==> src/rtl/lsu.sv <==
// Load/store unit: turns one memory-stage request into a single handshaked
// bus cycle, with alignment checks, byte-lane steering and an ack timeout.
module lsu #(
    parameter int unsigned TIMEOUT_CYCLES = 255
) (
    input  logic        clk,
    input  logic        rst,
    input  logic        start,
    input  logic        is_load,
    input  logic        is_store,
    input  logic [2:0]  funct3,
    input  logic [31:0] address,
    input  logic [31:0] rs2_val,
    output logic        busy,
    output logic        done,
    output logic [31:0] load_data,
    output logic        align_fault,
    output logic        bus_err,
    output logic        mem_req,
    output logic        mem_we,
    output logic [31:0] mem_addr,
    output logic [31:0] mem_wdata,
    output logic [3:0]  mem_wstrb,
    input  logic [31:0] mem_rdata,
    input  logic        mem_ack
);

    // The counter only has to reach TIMEOUT_CYCLES-1 before the timeout fires.
    localparam int CNT_W = (TIMEOUT_CYCLES < 2) ? 1 : $clog2(TIMEOUT_CYCLES);
    localparam logic [CNT_W-1:0] CNT_LAST = CNT_W'((TIMEOUT_CYCLES < 1) ? 0 : TIMEOUT_CYCLES - 1);

    typedef enum logic [1:0] {IDLE, ACCESS, DONE} state_t;

    state_t            state, next_state;
    logic [CNT_W-1:0]  wait_cnt;
    logic              accept;
    logic              timeout_hit;
    logic              req_fault;

    logic [31:0]       addr_p0;
    logic [31:0]       wdata_p0;
    logic [3:0]        wstrb_p0;
    logic              we_p0;
    logic [2:0]        funct3_p0;
    logic [1:0]        off_p0;
    logic              fault_p0;
    logic              berr_p0;
    logic [31:0]       load_data_p1;

    // Illegal widths, stores of unsigned widths, and misaligned H/W accesses.
    function automatic logic misaligned(input logic [2:0] f3, input logic [1:0] off,
                                        input logic store);
        case (f3)
            3'b000:  return 1'b0;
            3'b001:  return off[0];
            3'b010:  return off != 2'b00;
            3'b100:  return store;
            3'b101:  return store | off[0];
            default: return 1'b1;
        endcase
    endfunction

    function automatic logic [3:0] store_strb(input logic [2:0] f3, input logic [1:0] off);
        case (f3)
            3'b000:  return 4'b0001 << off;
            3'b001:  return off[1] ? 4'b1100 : 4'b0011;
            default: return 4'b1111;
        endcase
    endfunction

    function automatic logic [31:0] store_data(input logic [2:0] f3, input logic [31:0] d);
        case (f3)
            3'b000:  return {4{d[7:0]}};
            3'b001:  return {2{d[15:0]}};
            default: return d;
        endcase
    endfunction

    function automatic logic [31:0] load_extend(input logic [31:0] rdata, input logic [1:0] off,
                                                input logic [2:0] f3);
        logic [31:0]        lane;
        logic signed [7:0]  lane_b;
        logic signed [15:0] lane_h;
        lane   = rdata >> {off, 3'b000};
        lane_b = lane[7:0];
        lane_h = lane[15:0];
        case (f3)
            3'b000:  return 32'(lane_b);
            3'b001:  return 32'(lane_h);
            3'b100:  return {24'b0, lane[7:0]};
            3'b101:  return {16'b0, lane[15:0]};
            default: return lane;
        endcase
    endfunction

    assign req_fault = misaligned(funct3, address[1:0], !is_load);

    // Next-state logic: accept only from IDLE, ack beats timeout in ACCESS.
    always_comb begin
        next_state  = state;
        accept      = 1'b0;
        timeout_hit = 1'b0;
        case (state)
            IDLE: begin
                if (start && (is_load || is_store)) begin
                    accept     = 1'b1;
                    next_state = req_fault ? DONE : ACCESS;
                end
            end
            ACCESS: begin
                if (mem_ack) begin
                    next_state = DONE;
                end else if (wait_cnt == CNT_LAST) begin
                    timeout_hit = 1'b1;
                    next_state  = DONE;
                end
            end
            DONE:    next_state = IDLE;
            default: next_state = IDLE;
        endcase
    end

    // State register.
    always_ff @(posedge clk) begin
        if (rst) state <= IDLE;
        else     state <= next_state;
    end

    // Wait counter: cleared on acceptance, counts ACCESS cycles without ack.
    always_ff @(posedge clk) begin
        if (rst)                           wait_cnt <= '0;
        else if (accept)                   wait_cnt <= '0;
        else if (state == ACCESS && !mem_ack) wait_cnt <= wait_cnt + 1'b1;
    end

    // ---- stage p0: request capture, held stable for the whole bus cycle ----
    always_ff @(posedge clk) begin
        if (rst) begin
            addr_p0   <= '0;
            wdata_p0  <= '0;
            wstrb_p0  <= '0;
            we_p0     <= 1'b0;
            funct3_p0 <= '0;
            off_p0    <= '0;
            fault_p0  <= 1'b0;
            berr_p0   <= 1'b0;
        end else if (accept) begin
            addr_p0   <= {address[31:2], 2'b00};
            wdata_p0  <= is_load ? 32'b0 : store_data(funct3, rs2_val);
            wstrb_p0  <= is_load ? 4'b0 : store_strb(funct3, address[1:0]);
            we_p0     <= !is_load;
            funct3_p0 <= funct3;
            off_p0    <= address[1:0];
            fault_p0  <= req_fault;
            berr_p0   <= 1'b0;
        end else if (timeout_hit) begin
            berr_p0   <= 1'b1;
        end
    end

    // ---- stage p1: load result, updated only when a load completes ----
    always_ff @(posedge clk) begin
        if (rst) begin
            load_data_p1 <= '0;
        end else if (state == ACCESS && !we_p0) begin
            if (mem_ack)          load_data_p1 <= load_extend(mem_rdata, off_p0, funct3_p0);
            else if (timeout_hit) load_data_p1 <= '0;
        end
    end

    assign busy        = (state != IDLE);
    assign done        = (state == DONE);
    assign mem_req     = (state == ACCESS);
    assign mem_we      = mem_req & we_p0;
    assign mem_addr    = addr_p0;
    assign mem_wdata   = wdata_p0;
    assign mem_wstrb   = mem_req ? wstrb_p0 : 4'b0000;
    assign align_fault = done & fault_p0;
    assign bus_err     = done & berr_p0;
    assign load_data   = load_data_p1;

endmodule
==> config.mk <==
export PLATFORM = sky130hd
export DESIGN_NAME = lsu
export DESIGN_NICKNAME = d
export VERILOG_FILES = /design/src/rtl/lsu.sv
export SDC_FILE = /design/constraint.sdc
export NUM_CORES = 1
export LEC_CHECK = 0
export ABC_AREA = 1
export BUFFER_PORTS_ARGS = -buffer_cell sky130_fd_sc_hd__buf_4
export CORE_ASPECT_RATIO = 1.4
export CORE_UTILIZATION = 44
export CTS_CLUSTER_DIAMETER = 40
export DETAILED_ROUTE_END_ITERATION = 12
export PLACE_DENSITY = 0.81
export SYNTH_ARGS = -nofsm -noshare
export SYNTH_HDL_FRONTEND = slang
export SYNTH_SLANG_ARGS = --single-unit
==> constraint.sdc <==
create_clock -name clk -period 1.3 [get_ports clk]
set_input_delay 0.26 -clock clk [delete_from_list [all_inputs] [get_ports clk]]
set_output_delay 0.26 -clock clk [all_outputs]
set_load 0.02 [all_outputs]
==> impl_metrics.json, run 1 <==
{
  "status": "finished, violations left",
  "violations": "negative setup slack",
  "sw_frac_of_total_pct": 28.0,
  "max_stage_delay_ns": 0.32,
  "grt_overflow": 0,
  "synth_cells": 753,
  "synth.distinct_cells": 37,
  "pwr-share-seq_pct": 32.2,
  "switching_power_w": 0.00339,
  "synthTopCellsByArea": "dfxtp_1 43%, nand2_1 14%, nor2_1 6.1%",
  "dp.cells": 1122,
  "critPathBufInv": 2,
  "utilization_pct": 78.7,
  "start_util_pct": 45.5,
  "htree_levels": 4,
  "crit_family": "simple AND/OR/NAND/NOR gates",
  "cp.arrival_ns": 1.79,
  "finalWorstSetupSlack_ns": -0.212,
  "dpl.hpwl_um": 11800,
  "layout_common_cells": "250 x buf_4, 179 x nand2_1, 111 x dfxtp_1, 48 x nor2_1, 43 x a21oi_1",
  "stdcell_count": 1187,
  "postCtsHoldBufs": 0,
  "mostFrequentLayoutCell": "buf_4",
  "die_x_um": 95.9,
  "globalplace.congestion": 0.921,
  "cts.path.max_buffers": 2,
  "finalCriticalPeriod_ns": 1.51,
  "grt_setup_unrepaired": "true",
  "via_count": 6318,
  "critPathCaptureType": "register",
  "clkPwrFrac_pct": 45.0,
  "crit_path_top_delay_cell": "dfxtp_2",
  "leakagePower_nw": 4.28,
  "ir_drop_v": 0.00119,
  "worstSetupPathDepth": 10,
  "drive_above_1_share_pct": 47.4,
  "placementRows": 47,
  "cts-root-buf": "clkbuf_16",
  "hold_viol_final": 0,
  "clock-sinks": 116,
  "skew_ns": 0.00938,
  "crit_type": "reg -> reg",
  "slew_violations": 0,
  "hp-class": "in -> reg",
  "grt_max_degree": 37,
  "netlist_area_um2": 5440,
  "grt.total_usage_pct": 26.8,
  "max_freq_mhz": 661,
  "maxCapViolCount": 0,
  "remaining_drc_errors": 0,
  "seq_area_frac_synth_pct": 42.7,
  "cp-start-kind": "register",
  "cts_tree": "built",
  "finalCritPeriodShare_pct": 116,
  "syn_avg_cell_area_um2": 7.22,
  "path_cells": "inv_2, ha_4, nand2_2, nor2_1, nand4_1, nand2_2, nand2_4, buf_12, nand2_1, a21oi_1",
  "antenna_found_initial": 0,
  "hp-start": "address[17]",
  "area_delta_synth_final_pct": 72.8,
  "clkSlewWorstSetupHoldPaths_ns": 0.06,
  "final_area_um2": 9390,
  "diodes": 0,
  "wl_um": 20100,
  "cts_made_buffers": 17,
  "core_um2": 11900,
  "p_per_area_nw_per_um2": 1290,
  "drtPass1Iterations": 6,
  "grt_pass1_vias": 5720,
  "r2r_start": "wait_cnt[0]",
  "viasPerCell": 5.32,
  "netlist.area_leader.share_pct": 42.7,
  "die_area_um2": 12800,
  "endpoint": "load_data[5]",
  "nets": 1134,
  "yosysTopAreaCell": "dfxtp_1",
  "internal-power_w": 0.00871,
  "reg2reg_to": "load_data[5]",
  "grt_pass1_wl_um": 26600,
  "die_h_um": 134,
  "cp_max_fo": 19,
  "drt-initial-drc-count": 344,
  "ys_warn_count": 0,
  "clock_latency_ns": 0.41,
  "reg2reg_slack_ns": -0.21,
  "power_frac_comb_pct": 22.9,
  "setup_viol": 125,
  "wire_per_inst_um": 17.0,
  "ant_nets": 0,
  "io_buffers": 208,
  "fillers": 752,
  "reg2regPathDepth": 10,
  "placed_cell_area_um2": 7500,
  "synth-seq-cells": 116,
  "cp_common_cell": "nand2_2",
  "critPathLaunch": "wait_cnt[0]",
  "ios": 211,
  "worstPathRequired_ns": 1.57
}
## layer usage
metal	track usage (%)	up-vias	part of all wire [%]
li1	-	3001	-
met1	28.3	2942	36
met2	47.3	309	53
met3	7.99	66	6.9
met4	13.2	0	3.8
met5	0	-	0
## repair_timing
action / CTS / global route
cloned: 4 / 11
resized for setup: 61 / 153
setup buffers: 4 / 15
pin swaps: 15 / 35
endpoints found under the setup margin: 73 / 111
## worst min path at each step
stage / to / slack, ns / cells past startpoint
after global placement: mem_wdata[24] / 0.44 / 2
after floorplan: mem_wdata[0] / 0.39 / 1
final: mem_addr[17] / 0.07 / 3
after CTS: mem_addr[11] / 0.07 / 3
after detailed placement: mem_wdata[24] / 0.44 / 2
after global routing: mem_addr[11] / 0.07 / 3
## worst reg2reg max path, cell delays in order, from the launching register on
cell	delay, ns
dfxtp_2	0.32
inv_2	0.07
ha_4	0.13
nand2_2	0.04
nor2_1	0.10
nand4_1	0.17
nand2_2	0.14
nand2_4	0.11
buf_12	0.18
nand2_1	0.07
a21oi_1	0.06
## cells in the mapped netlist
library cell	count
inv_1	39
a22o_1	6
o211ai_1	30
o22ai_1	4
clkbuf_1	11
buf_4	6
nand4_1	1
clkbuf_2	2
nor2_1	89
buf_1	2
inv_2	7
nand2_2	11
conb_1	1
nand3_4	3
o21ai_2	1
buf_8	1
and2_4	1
dfxtp_1	116
a22oi_1	1
or2_0	2
inv_6	1
a21oi_2	10
buf_6	8
buf_2	18
xor2_1	1
nand3_1	34
o21ai_0	45
and3_1	1
nor2_4	4
ha_1	2
nor3_1	3
clkinv_2	2
nand3b_1	1
nand2_4	6
a21oi_1	58
nand2_1	206
o21ai_1	19
## cells by family (layout without fill, tap and decap cells)
logic type,count (synthesis),count (layout),share of synthesized area (%)
buffers and inverters,97,382,9.02
other,1,2,0.0690
AO/OA/AOI/OAI,174,174,18.7
AND/OR/NAND/NOR,362,363,28.8
flip-flops,116,116,42.7
XOR/XNOR,1,1,0.161
adder cells (fa/ha/maj),2,2,0.460
## stage by stage
| step | total power, W | worst slack, ns | hold slack, ns | TNS, ns |
|---|---|---|---|---|
| finish | 0.0121 | -0.212 | 0.0700 | -17.33 |
| detailed placement | 0.00603 | -0.147 | 0.444 | -6.25 |
| global placement | 0.00600 | -0.126 | 0.439 | -3.94 |
| floorplan | 0.00513 | -0.0246 | 0.386 | -0.387 |
| CTS | 0.0115 | -0.199 | 0.0672 | -5.85 |
| global route | 0.0125 | -0.340 | 0.0697 | -24.39 |
## area by class of cell
type	count	area, um^2	share of cell area, %
tap	147	184	1.96
timing repair inverter	3	48.8	0.520
timing repair buffer	298	2690	28.6
multi-input combinational	542	3230	34.4
clock inverter	12	226	2.41
sequential	116	2330	24.8
clock buffer	20	457	4.86
inverter	49	226	2.41
## power by group through the flow
stage	Combinational (W)	Sequential, W	Clock (W)
global route	0.00293	0.00392	0.00562
global placement	0.00206	0.00394	0
CTS	0.00220	0.00388	0.00543
finish	0.00277	0.00389	0.00544
floorplan	0.000996	0.00413	0
detailed placement	0.00208	0.00395	0
## registers in the layout, summed over array words and instances (netlist names)
signal     count
fault_p0       1
state          2
wait_cnt       8
wstrb_p0       4
funct3_p0      3
we_p0          1
berr_p0        1
load_data     32
mem_wdata     32
mem_addr      30
off_p0         2
(Power assumes the default switching activity.)
==> run 2, diff against run 1 <==
clock period = 1.2 ns   (was 1.3 ns; I/O delays follow)
==> run 2 against run 1 <==
Compared with the run above: the flow still finishes with violations (negative setup slack); clock power up 3%; utilization shrank 2.2 points; setup slack got worse by 0.17 ns; clock skew fell by 0.0012 ns; cell count down 0.25%; sequential power increased by 8.7%; register-to-register slack worse by 0.09 ns; cell area shrank 2.8%.
==> impl_metrics.json, run 2 (same netlist as run 1, synthesis figures left out) <==
{
  "fin_hold_ws_ns": 0.0530,
  "start_util_pct": 45.5,
  "cts-root-buf": "clkbuf_16",
  "io_buffers": 208,
  "placementRows": 47,
  "grt_pass1_wl_um": 28600,
  "status": "finished, violations left",
  "cts.path.max_buffers": 2,
  "dp_slack_ns": -0.219,
  "max_freq_mhz": 633,
  "grt_pass1_vias": 6112,
  "setup_viol": 121,
  "worstPathRequired_ns": 0.96,
  "cts_made_buffers": 17,
  "remaining_drc_errors": 0,
  "grt_setup_unrepaired": "true",
  "violations": "negative setup slack",
  "dpl.hpwl_um": 12000,
  "die_h_um": 134,
  "critPathCaptureType": "primary output",
  "hold_viol_final": 0,
  "area_delta_synth_final_pct": 67.9,
  "ir_drop_v": 0.000954,
  "cts_tree": "built",
  "globalplace.congestion": 0.906,
  "antenna_found_initial": 0,
  "mostFrequentLayoutCell": "buf_4",
  "cp-start-kind": "register",
  "clkPwrFrac_pct": 44.4,
  "htree_levels": 4,
  "die_x_um": 95.9,
  "utilization_pct": 76.4,
  "drive_above_1_share_pct": 46.7,
  "multiInputGateArea_um2": 3070,
  "grt_overflow": 0,
  "relSlewSlack_pct": 66.2,
  "postCtsHoldBufs": 0,
  "maxCapViolCount": 0,
  "skew_ns": 0.00817,
  "wire_per_inst_um": 16.9,
  "placed_cell_area_um2": 7560,
  "clock-sinks": 116,
  "finalWorstSetupSlack_ns": -0.380,
  "ios": 211,
  "stdcell_count": 1184,
  "via_count": 6315,
  "cp.arrival_ns": 1.34,
  "nets": 1132,
  "wl_um": 20000,
  "seqCellArea_um2": 2360,
  "drt-initial-drc-count": 299,
  "layout_common_cells": "258 x buf_4, 167 x nand2_1, 91 x dfxtp_1, 80 x nor2_1, 42 x a21oi_1",
  "finalCritPeriodShare_pct": 132,
  "p_per_area_nw_per_um2": 1380,
  "pwr-share-seq_pct": 33.6,
  "slew_violations": 0,
  "grt.total_usage_pct": 29.1,
  "power_frac_comb_pct": 22.0,
  "grt_max_degree": 35,
  "leakagePower_nw": 4.24,
  "ant_nets": 0,
  "dp.cells": 1130,
  "clkSlewWorstSetupHoldPaths_ns": 0.05,
  "hp-class": "in -> reg",
  "die_area_um2": 12800,
  "viasPerCell": 5.33,
  "tightest_slew_ns": 0.507,
  "clock_latency_ns": 0.41,
  "sw_frac_of_total_pct": 27.7,
  "switching_power_w": 0.00349,
  "fillers": 798,
  "cp_max_fo": 6,
  "drtPass1Iterations": 5,
  "internal-power_w": 0.00910,
  "finalCriticalPeriod_ns": 1.58,
  "core_um2": 11900,
  "crit_type": "reg -> out",
  "final_area_um2": 9120,
  "diodes": 0
}
## run 2: changes by cell type in the layout (fill, tap and decap cells not counted), moves of 8 or more
cell     previous run  this run
nor2_2             14         6
o21ai_0            36        17
nor2_4             31         7
nor2_1             48        80
o21ai_1            15        36
nand2_1           179       167
dfxtp_1           111        91
dfxtp_2             4        24
buf_4             250       258
## run 2: final timing paths
| kind | start | endpoint | slack (ns) | cells past startpoint |
|---|---|---|---|---|
| setup / recovery | state[1] | mem_wstrb[1] | -0.38 | 5 |
| hold / removal | address[29] | mem_addr[29] | 0.05 | 3 |
| setup reg to reg | wait_cnt[0] | load_data[15] | -0.30 | 10 |
| hold reg to reg | mem_wdata[14] | mem_wdata[14] | 0.45 | 2 |
## run 2: repair_timing
item                                    CTS  global route
pin swaps                                10            19
resized for setup                        56           133
cloned                                    6             8
endpoints found under the setup margin   77           128
buffers inserted                          9             7
## run 2: critical path, stage by stage, from the launching register on
cell and delay, ns:
dfxtp_2 0.34, inv_4 0.09, nand2_8 0.07, buf_8 0.15, nor2_2 0.14, buf_6 0.14
## run 2: cell type report
cell class                      count  area share (%)
Multi-Input combinational cell    542            33.7
Timing Repair Buffer              299            29.1
Sequential cell                   116            25.8
Clock buffer                       22            5.09
Inverter                           49            2.35
Tap cell                          147            2.02
Clock inverter                      9            1.93
## run 2: per-layer routing
| metal | up-vias | part of all wire [%] | global-route usage, % |
|---|---|---|---|
| met5 | - | 0 | 0 |
| met4 | 0 | 4.5 | 17.0 |
| met3 | 81 | 8.0 | 9.30 |
| met2 | 331 | 52 | 50.6 |
| met1 | 2891 | 35 | 29.7 |
| li1 | 3012 | - | - |
## run 2: per-stage QoR
stage	total power (W)	TNS, ns
after global routing	0.0130	-24.09
after floorplan	0.00556	-3.49
after global placement	0.00654	-8.41
after detailed placement	0.00657	-12.59
final	0.0126	-16.45
after CTS	0.0123	-13.40
## run 2: power groups by stage
stage	registers (W)	clock network, W	logic, W
2_1_floorplan	0.00448	0	0.00108
3_3_place_gp	0.00428	0	0.00226
3_5_place_dp	0.00428	0	0.00229
4_1_cts	0.00421	0.00561	0.00246
5_1_grt	0.00426	0.00580	0.00296
6_report	0.00423	0.00559	0.00277
==> run 3, diff against run 2 <==
==> constraint.sdc (replaced) <==
create_clock -name clk -period 1.2 [get_ports clk]
set_input_delay 0.24 -clock clk [delete_from_list [all_inputs] [get_ports clk]]
set_output_delay 0.24 -clock clk [all_outputs]
set_load 0.05 [all_outputs]
==> run 3 against run 2 <==
Compared with the run above: the flow still finishes with violations (negative setup slack); clock power shrank 5.4%; sequential power grew 2%; non-clock buffer count grew 11; cell area grew 15%; worst hold slack lost 0.013 ns; register-to-register slack lost 0.41 ns; cell count grew 1.4%.
==> impl_metrics.json, run 3 (same netlist as run 1, synthesis figures left out) <==
{
  "finalPower_w": 0.0136,
  "wl_um": 29300,
  "grt_max_degree": 36,
  "remaining_drc_errors": 0,
  "clkPwrFrac_pct": 38.8,
  "dp.cells": 1124,
  "stdcell_count": 1200,
  "grt_overflow": 0,
  "area_delta_synth_final_pct": 92.4,
  "worstPathRequired_ns": 1.47,
  "wire_per_inst_um": 24.4,
  "grt_setup_unrepaired": "true",
  "mostFrequentLayoutCell": "buf_4",
  "cts.path.max_buffers": 2,
  "reg2regPathDepth": 11,
  "sw_frac_of_total_pct": 34.9,
  "antenna_found_initial": 2,
  "die_h_um": 134,
  "p_per_area_nw_per_um2": 1300,
  "max_freq_mhz": 523,
  "power_frac_comb_pct": 29.6,
  "grt.total_usage_pct": 34.3,
  "cts_made_buffers": 17,
  "finalWorstSetupSlack_ns": -0.712,
  "leakagePower_nw": 4.51,
  "hp-start": "address[5]",
  "tightest_slew_ns": 0.539,
  "pwr-share-seq_pct": 31.6,
  "slew_violations": 0,
  "hold_viol_final": 0,
  "utilization_pct": 87.6,
  "crit_path_top_delay_cell": "dfxtp_2",
  "cp_common_cell": "nand2_4",
  "finalCritPeriodShare_pct": 159,
  "ios": 211,
  "switching_power_w": 0.00475,
  "dp_slack_ns": -0.260,
  "htree_levels": 4,
  "grt_pass1_wl_um": 33000,
  "cts-root-buf": "clkbuf_16",
  "clock_latency_ns": 0.43,
  "crit_type": "reg -> reg",
  "maxCapViolCount": 0,
  "status": "finished, violations left",
  "internal-power_w": 0.00887,
  "skew_ns": 0.0139,
  "io_buffers": 208,
  "layout_common_cells": "160 x buf_4, 158 x nand2_1, 86 x buf_6, 53 x dfxtp_2, 45 x nor2_1",
  "critPathCaptureType": "register",
  "tns_ns": -44.48,
  "ant_nets": 0,
  "postCtsHoldBufs": 0,
  "placementRows": 47,
  "core_um2": 11900,
  "start_util_pct": 45.5,
  "hp-class": "in -> reg",
  "cts_tree": "built",
  "dpl.hpwl_um": 11900,
  "viasPerCell": 6.21,
  "cp-start-kind": "register",
  "die_area_um2": 12800,
  "ir_drop_v": 0.00108,
  "die_x_um": 95.9,
  "reg2reg_to": "load_data[22]",
  "globalplace.congestion": 0.879,
  "clkSlewWorstSetupHoldPaths_ns": 0.06,
  "relSlewSlack_pct": 64.1,
  "drt-initial-drc-count": 866,
  "via_count": 7447,
  "hold_path_end": "mem_addr[5]",
  "nets": 1146,
  "max_stage_delay_ns": 0.34,
  "clock-sinks": 116,
  "cp_max_fo": 8,
  "r2r_start": "wait_cnt[0]",
  "drive_above_1_share_pct": 60.8,
  "holdPathStages": 3,
  "violations": "negative setup slack",
  "cp.arrival_ns": 2.18,
  "path_cells": "inv_2, ha_4, nand2_4, nor2_4, nand4_1, nand2_2, nand2_4, buf_12, buf_16, nand2_4, a21oi_1",
  "grt_pass1_vias": 6450,
  "setup_viol": 135,
  "finalCriticalPeriod_ns": 1.91,
  "reg2reg_slack_ns": -0.71,
  "drtPass1Iterations": 7
}
-- run 3: layer usage --
metal	wire length [um]	vias to the layer above	track usage, %
li1	-	3042	-
met1	9220	3430	37.2
met2	14400	716	59.4
met3	2860	257	7.93
met4	2720	2	20.4
met5	13	-	0
-- run 3: worst max path at each step --
stage	start	endpoint	slack (ns)	cells after the start
2_1_floorplan	wait_cnt[0]	load_data[16]	-0.13	10
3_3_place_gp	state[0]	mem_wdata[16]	-0.24	7
3_5_place_dp	state[0]	mem_wdata[30]	-0.26	7
4_1_cts	wait_cnt[0]	load_data[3]	-0.34	11
5_1_grt	wait_cnt[0]	load_data[22]	-0.95	11
6_report	wait_cnt[0]	load_data[22]	-0.71	11
-- run 3: worst max-delay path, delay by kind of cell (launching register included) --
family          cells  cell delay (ns)
buf+inv             3             0.40
fa+ha+maj           1             0.14
simple gates        6             0.78
compound gates      1             0.10
flops               1             0.34
-- run 3: area by class of cell --
| cell class | instances | area (um^2) |
|---|---|---|
| Sequential cell | 116 | 2500 |
| Antenna cell | 1 | 2.50 |
| Multi-Input combinational cell | 542 | 3610 |
| Clock buffer | 19 | 453 |
| Clock inverter | 13 | 146 |
| Timing Repair Buffer | 310 | 3300 |
| Timing Repair inverter | 3 | 28.8 |
| Fill cell | 504 | 1480 |
| Inverter | 49 | 229 |
| Tap cell | 147 | 184 |
-- run 3: timing repair --
action	in CTS	in global routing
cloned	14	4
hold endpoints to repair	0	0
setup buffers	16	23
pin swaps	36	51
resized for setup	259	335
setup endpoints to repair	135	215
-- run 3: per-stage QoR --
stage	cell area [um^2]	hold slack (ns)
2_1_floorplan	5520	0.366
3_3_place_gp	7500	0.439
3_5_place_dp	7500	0.440
4_1_cts	9380	0.0357
5_1_grt	10500	0.0254
6_report	10500	0.0396
-- run 3: power by group through the flow --
stage / logic (W) / clock network [W] / registers, W
detailed placement: 0.00272 / 0 / 0.00428
CTS: 0.00340 / 0.00515 / 0.00423
floorplan: 0.00114 / 0 / 0.00488
global placement: 0.00269 / 0 / 0.00427
global route: 0.00415 / 0.00547 / 0.00431
finish: 0.00403 / 0.00529 / 0.00430
